--- config.mk ---
export PLATFORM = sky130hd
export DESIGN_NAME = instr_fetch_queue
export DESIGN_NICKNAME = d
export VERILOG_FILES = /design/src/rtl/instr_fetch_queue.sv
export SDC_FILE = /design/constraint.sdc
export NUM_CORES = 2
export LEC_CHECK = 0
export ABC_CLOCK_PERIOD_IN_PS = 11950
export CAP_MARGIN = 20
export CORE_MARGIN = 3
export CORE_UTILIZATION = 45
export CTS_CLUSTER_DIAMETER = 50
export CTS_CLUSTER_SIZE = 40
export DETAILED_ROUTE_END_ITERATION = 12
export PLACE_DENSITY = 0.75
export SYNTH_ARGS = -nofsm -noshare
export SYNTH_HDL_FRONTEND = slang
export SYNTH_SLANG_ARGS = --single-unit
export TNS_END_PERCENT = 10
--- constraint.sdc ---
create_clock -name clk -period 11.95 [get_ports clk]
set_clock_uncertainty 0.2 [all_clocks]
set_input_delay 2.39 -clock clk [delete_from_list [all_inputs] [get_ports clk]]
set_output_delay 2.39 -clock clk [all_outputs]
set_load 0.02 [all_outputs]
--- src/rtl/instr_fetch_queue.sv ---
// instr_fetch_queue: trims multi-slot ibus responses and queues them for decode.
// Define FETCHQ_BYPASS_EN to forward a response to decode while the queue is empty.
module instr_fetch_queue #(
  parameter int FETCH_WIDTH = 2,
  parameter int ISSUE_WIDTH = 2,
  parameter int DEPTH       = 8,
  parameter int MAX_OUTST   = 4,
  localparam int IDXW = (FETCH_WIDTH > 1) ? $clog2(FETCH_WIDTH) : 1,
  localparam int DQW  = $clog2(ISSUE_WIDTH + 1)
) (
  input  logic                      clk,
  input  logic                      reset,
  input  logic                      flush,
  input  logic                      inst_ibus_req_fire,
  input  logic                      inst_ibus_data_ok,
  input  logic [32*FETCH_WIDTH-1:0] inst_ibus_data,
  input  logic [IDXW-1:0]           inst_ibus_index,
  input  logic [31:0]               pc_line,
  input  logic                      tlb_ex_in,
  input  logic [FETCH_WIDTH-1:0]    pred_taken,
  input  logic [32*FETCH_WIDTH-1:0] pred_target,
  output logic                      ibus_allow,
  output logic [ISSUE_WIDTH-1:0]    out_en,
  output logic [32*ISSUE_WIDTH-1:0] out_instr,
  output logic [32*ISSUE_WIDTH-1:0] out_pc,
  output logic [ISSUE_WIDTH-1:0]    out_taken,
  output logic [32*ISSUE_WIDTH-1:0] out_target,
  output logic [ISSUE_WIDTH-1:0]    out_exc_adel,
  output logic [ISSUE_WIDTH-1:0]    out_exc_tlb,
  input  logic [DQW-1:0]            deq_cnt
);

  localparam int PW = $clog2(DEPTH);
  localparam int CW = $clog2(DEPTH + 1);
  localparam int OW = $clog2(MAX_OUTST + 1);
  localparam int KW = $clog2(FETCH_WIDTH + 1);

  typedef struct packed {
    logic [31:0] instr;
    logic [31:0] pc;
    logic        taken;
    logic [31:0] target;
    logic        adel;
    logic        tlb;
  } ent_t;

  ent_t          mem_q [DEPTH];
  logic [PW-1:0] head_q;
  logic [PW-1:0] tail_q;
  logic [CW-1:0] count_q;
  logic          ds_q;
  logic [OW-1:0] outst_q;
  logic [OW-1:0] outst_d;
  logic [OW-1:0] drop_q;

  logic                   accept;
  logic                   byp;
  logic                   ds_set;
  logic [FETCH_WIDTH-1:0] kept;
  logic [KW-1:0]          nkept;
  logic [KW-1:0]          pos [FETCH_WIDTH];
  ent_t                   slot [FETCH_WIDTH];
  ent_t                   head_e;
  logic [CW-1:0]          avail;
  logic [CW-1:0]          deq;
  int                     lim;

  assign accept = inst_ibus_data_ok && !flush && (drop_q == '0);
  assign deq    = flush ? '0 : CW'(deq_cnt);

`ifdef FETCHQ_BYPASS_EN
  ent_t comp [FETCH_WIDTH];

  assign byp = accept && (count_q == '0);

  // compact kept slots into issue order for the bypass path
  always_comb begin
    for (int p = 0; p < FETCH_WIDTH; p++) begin
      comp[p] = '0;
    end
    for (int i = 0; i < FETCH_WIDTH; i++) begin
      if (kept[i]) begin
        comp[pos[i]] = slot[i];
      end
    end
  end
`else
  assign byp = 1'b0;
`endif

  // unpack response slots into queue entries
  always_comb begin
    for (int i = 0; i < FETCH_WIDTH; i++) begin
      slot[i].instr  = tlb_ex_in ? 32'd0 : inst_ibus_data[32*i +: 32];
      slot[i].pc     = pc_line + 32'(4 * i);
      slot[i].taken  = !tlb_ex_in && pred_taken[i];
      slot[i].target = tlb_ex_in ? 32'd0 : pred_target[32*i +: 32];
      slot[i].adel   = pc_line[1:0] != 2'b00;
      slot[i].tlb    = tlb_ex_in;
    end
  end

  // trim: start slot, one delay slot after taken, single slot on tlb/ds
  always_comb begin
    kept  = '0;
    nkept = '0;
    lim   = FETCH_WIDTH;
    for (int i = 0; i < FETCH_WIDTH; i++) begin
      pos[i] = nkept;
      if (i >= int'(inst_ibus_index) && i < lim) begin
        kept[i] = 1'b1;
        nkept   = nkept + KW'(1);
        if (tlb_ex_in || ds_q) begin
          lim = i + 1;
        end else if (pred_taken[i] && (i + 2 < lim)) begin
          lim = i + 2;
        end
      end
    end
    ds_set = kept[FETCH_WIDTH-1] && pred_taken[FETCH_WIDTH-1] && !tlb_ex_in;
  end

  // present head entries, or the live response when bypassing
  always_comb begin
    avail        = count_q;
    head_e       = '0;
    out_en       = '0;
    out_instr    = '0;
    out_pc       = '0;
    out_taken    = '0;
    out_target   = '0;
    out_exc_adel = '0;
    out_exc_tlb  = '0;
`ifdef FETCHQ_BYPASS_EN
    if (byp) begin
      avail = CW'(nkept);
    end
`endif
    for (int k = 0; k < ISSUE_WIDTH; k++) begin
      head_e = mem_q[head_q + PW'(k)];
`ifdef FETCHQ_BYPASS_EN
      if (byp) begin
        head_e = (k < FETCH_WIDTH) ? comp[k % FETCH_WIDTH] : '0;
      end
`endif
      if (CW'(k) < avail) begin
        out_en[k]              = 1'b1;
        out_instr[32*k +: 32]  = head_e.instr;
        out_pc[32*k +: 32]     = head_e.pc;
        out_taken[k]           = head_e.taken;
        out_target[32*k +: 32] = head_e.target;
        out_exc_adel[k]        = head_e.adel;
        out_exc_tlb[k]         = head_e.tlb;
      end
    end
  end

  // request only while every outstanding response still fits
  always_comb begin
    ibus_allow = (int'(count_q) + int'(outst_q) * FETCH_WIDTH
                  + FETCH_WIDTH <= DEPTH)
              && (int'(outst_q) < MAX_OUTST);
  end

  // in-flight request count
  always_comb begin
    outst_d = outst_q;
    if (inst_ibus_req_fire && !inst_ibus_data_ok) begin
      outst_d = outst_q + OW'(1);
    end else if (!inst_ibus_req_fire && inst_ibus_data_ok) begin
      outst_d = outst_q - OW'(1);
    end
  end

  // queue pointers, delay-slot flag and stale-response bookkeeping
  always_ff @(posedge clk or negedge reset) begin
    if (!reset) begin
      head_q  <= '0;
      tail_q  <= '0;
      count_q <= '0;
      ds_q    <= 1'b0;
      outst_q <= '0;
      drop_q  <= '0;
    end else begin
      outst_q <= outst_d;
      if (flush) begin
        head_q  <= '0;
        tail_q  <= '0;
        count_q <= '0;
        ds_q    <= 1'b0;
        drop_q  <= outst_d;
      end else begin
        head_q  <= head_q + PW'(deq);
        count_q <= count_q + (accept ? CW'(nkept) : '0) - deq;
        if (accept) begin
          tail_q <= tail_q + PW'(nkept);
          ds_q   <= ds_set;
        end
        if (inst_ibus_data_ok && drop_q != '0) begin
          drop_q <= drop_q - OW'(1);
        end
      end
    end
  end

  // write surviving slots at the tail, skipping ones popped by bypass
  always_ff @(posedge clk) begin
    for (int i = 0; i < FETCH_WIDTH; i++) begin
      if (accept && kept[i] && !(byp && CW'(pos[i]) < deq)) begin
        mem_q[tail_q + PW'(pos[i])] <= slot[i];
      end
    end
  end

  // decode must never pop more entries than it was shown
  always_ff @(posedge clk) begin
    if (reset) begin
      assert (CW'(deq_cnt) <= avail);
    end
  end

endmodule

==> impl_metrics.csv <==
group,metric,value,unit
timing,slew_viol_final,0,
logic_synthesis,synthTopCellsByArea,"edfxtp_1, mux4_2, nand2_1, a21oi_1, xnor2_1",
logic_synthesis,synth-adder-area-share,0.00711,
placed_design,gp_congestion,0.809,
logic_synthesis,yosys_most_used_dff,"edfxtp_1",
global_routing,grt_pass1_wl,241000,um
timing,rsz0062_at_grt,"false",
global_routing,antenna_found_initial,28,
logic_synthesis,synthesis.area,49300,um2
timing,worst_pin_slew,1180,ps
setup_path,criticalPathCategory,"reg2out",
logic_synthesis,synth.yosys.seq_area_share,0.492,
setup_path,crit_path_max_incr_delay,950,ps
timing,clock.fmax,0.131,GHz
setup_path,crit_fanout,62,
detailed_routing,viasPerCell,6.35,
detailed_routing,post-route-drc-count,0,
placed_design,place_hpwl,92400,um
cts,cts_root_buffer,"clkbuf_16",
logic_synthesis,avgSynthCellArea,11.0,um2
detailed_routing,detail_route.wl_per_cell,27.0,um
die,die_x,337,um
setup_path,required,9360,ps
logic_synthesis,synth_xor_area_frac,0.0435,
logic_synthesis,synth.most_common_cell,"nand2_1",
global_routing,grt_pass1_vias,38600,
timing,hold_slack,346,ps
cells_and_area,drive_gt1_frac,0.151,
logic_synthesis,yosysWarnings,0,
cts,ctsHoldBuffers,0,
outcome,status,"finished, final reports clean",
global_routing,grt_max_degree,229,
logic_synthesis,synthMuxAreaShare,0.202,
setup_path,cp_cell_sequence,"buf_4, buf_4, mux4_2, mux2i_1, nor2_1, clkdlybuf4s50_1",
logic_synthesis,synth_cell_types,45,
cells_and_area,fillers,8890,
setup_path,critPathMostFrequentCell,"buf_4",
detailed_routing,detail-route-antenna-nets,0,
setup_path,critical_path.slowest_cell,"dfrtp_4",
timing,timing.slew.headroom,0.210,
cts,cts_tree,"yes",
pwr,irDropWorstVdd,0.000138,V
die,fp.coreArea,108000,um2
cts,path_clk_slew,60,ps
detailed_routing,first_pass_iters,8,
logic_synthesis,yosysTopAreaCell,"edfxtp_1",
timing,setup_tns,0,ps
cts,insertion_delay,680,ps
logic_synthesis,synth_common_cells,"nand2_1, edfxtp_1, a21oi_1",
global_routing,gr-total-overflow,0,
cts,clock-sinks,809,
logic_synthesis,synth_fp_nets,4668,
pwr,totalPowerFinal,9.24,mW
pwr,p_per_area,162,nW/um2
setup_path,worstPathArrival,5050,ps
pwr,leakagePower,18.8,nW
setup_path,path_buf_inv,3,
logic_synthesis,ys_seq_elements,809,
timing,final-setup-viol-count,0,
detailed_routing,dr.first_iter.drc_count,5073,
logic_synthesis,yosys.area.top_type_share,0.483,
timing,fin_crit,7640,ps
cells_and_area,syn2layout_area_growth,15.6,%
timing,hold_viol,0,
die,start_util,0.457,
cts,post_cts_resized,0,
setup_path,end_kind,"output port",
die,die_y,337,um
cts,cts_max_level,3,
cts,cts_buffers,102,
die,io_pins,372,
logic_synthesis,async_flop_share,0.0210,
logic_synthesis,syn_inst,4472,
cts,cts_buffer_depth,3,
placed_design,portBuffers,371,
timing,fin_crit_sh,0.639,
cells_and_area,fin_nets,4696,
die,fp-row-count,120,
logic_synthesis,synth-simple-area-share,0.141,
logic_synthesis,synth_edf_count,792,
setup_path,startpoint_type,"register",
run,drv_cap,0,
setup_path,crit_family,"buffers and inverters",
cts,post_cts_buffers,0,
die,dieArea,113000,um2
logic_synthesis,synth_top_family_by_area,"multiplexers",
logic_synthesis,synth_compound_area_frac,0.0656,
detailed_routing,drt_wl_total,162000,um
detailed_routing,num_vias,38200,
min_path,hold_class,"reg2reg",
global_routing,grt_usage,0.283,
-- sequential cells by signal (all words and copies together), names as in the netlist --
name,flops
head_q,3
avail,4
drop_q,3
ds_q,1
mem_q,792
outst_q,3
tail_q,3
-- worst register-to-register path, stage by stage, from the launching register on --
cell	delay, ps
dfrtp_1	360
inv_1	100
ha_1	260
nand4bb_1	810
or3_1	830
o21ai_4	820
buf_4	800
-- per-layer routing --
metal,up-vias,global-route usage,part of all wire
li1,16200,-,-
met1,18700,0.349,0.34
met2,2760,0.472,0.49
met3,532,0.0598,0.12
met4,8,0.143,0.053
met5,-,0,0.00029
-- final timing paths --
kind | start | to | slack [ps] | cells after the start
max | head_q[0] | out_instr[20] | 4310 | 6
min | outst_q[2] | outst_q[2] | 350 | 1
max reg2reg | drop_q[0] | mem_q[2][14] | 7350 | 6
min reg2reg | outst_q[2] | outst_q[2] | 350 | 1
max in group asynchronous | reset | head_q[0] | 8930 | 1
min in group asynchronous | reset | drop_q[0] | 2000 | 1
-- power breakdown --
group | switching, mW | internal, mW | total [mW]
clock network | 1.37 | 1.86 | 3.23
registers | 0.0518 | 3.19 | 3.24
logic | 1.61 | 1.16 | 2.78
-- stage by stage --
stage | instances | setup slack [ps] | area [um2] | utilization
after floorplan | 4472 | 460 | 49300 | -
after global placement | 5796 | 4670 | 53300 | 0.494
after detailed placement | 5797 | 4640 | 53300 | 0.494
after CTS | 5989 | 4250 | 56900 | 0.527
after global routing | 6011 | 3860 | 56900 | 0.528
final | 6016 | 4310 | 56900 | 0.528
-- cell usage in the layout, fill, tap and decap left out, types with 25 or more instances in the layout --
| master | instances |
|---|---|
| a21oi_1 | 624 |
| buf_4 | 76 |
| clkbuf_16 | 102 |
| clkdlybuf4s50_1 | 370 |
| diode_2 | 25 |
| edfxtp_1 | 792 |
| mux2i_1 | 102 |
| mux4_2 | 396 |
| nand2_1 | 1352 |
| nand3_1 | 42 |
| nand4_1 | 66 |
| nor2_1 | 145 |
| nor4_1 | 27 |
| xnor2_1 | 168 |
| xor2_1 | 73 |
-- cell type report --
cell class | count | area, um2 | share of cell area
flip-flops and latches | 809 | 24200 | 0.425
multi-input cells | 3116 | 22900 | 0.402
repair buffers | 453 | 4380 | 0.0769
clock buffers | 107 | 2570 | 0.0452
well taps | 1403 | 1760 | 0.0308
clock inverters | 85 | 988 | 0.0174
inverters | 18 | 67.6 | 0.00119
diodes | 25 | 62.6 | 0.00110
-- logic make-up (layout without fill, tap and decap cells) --
kind of cell,count (synthesis),after routing
other,0,25
flip-flops,809,809
AND/OR/NAND/NOR,1705,1705
AO/OA/AOI/OAI,641,641
multiplexers,501,501
XOR/XNOR,244,244
buffers and inverters,547,663
adder cells (fa/ha/maj),25,25
Power figures use the tool's default switching activity.
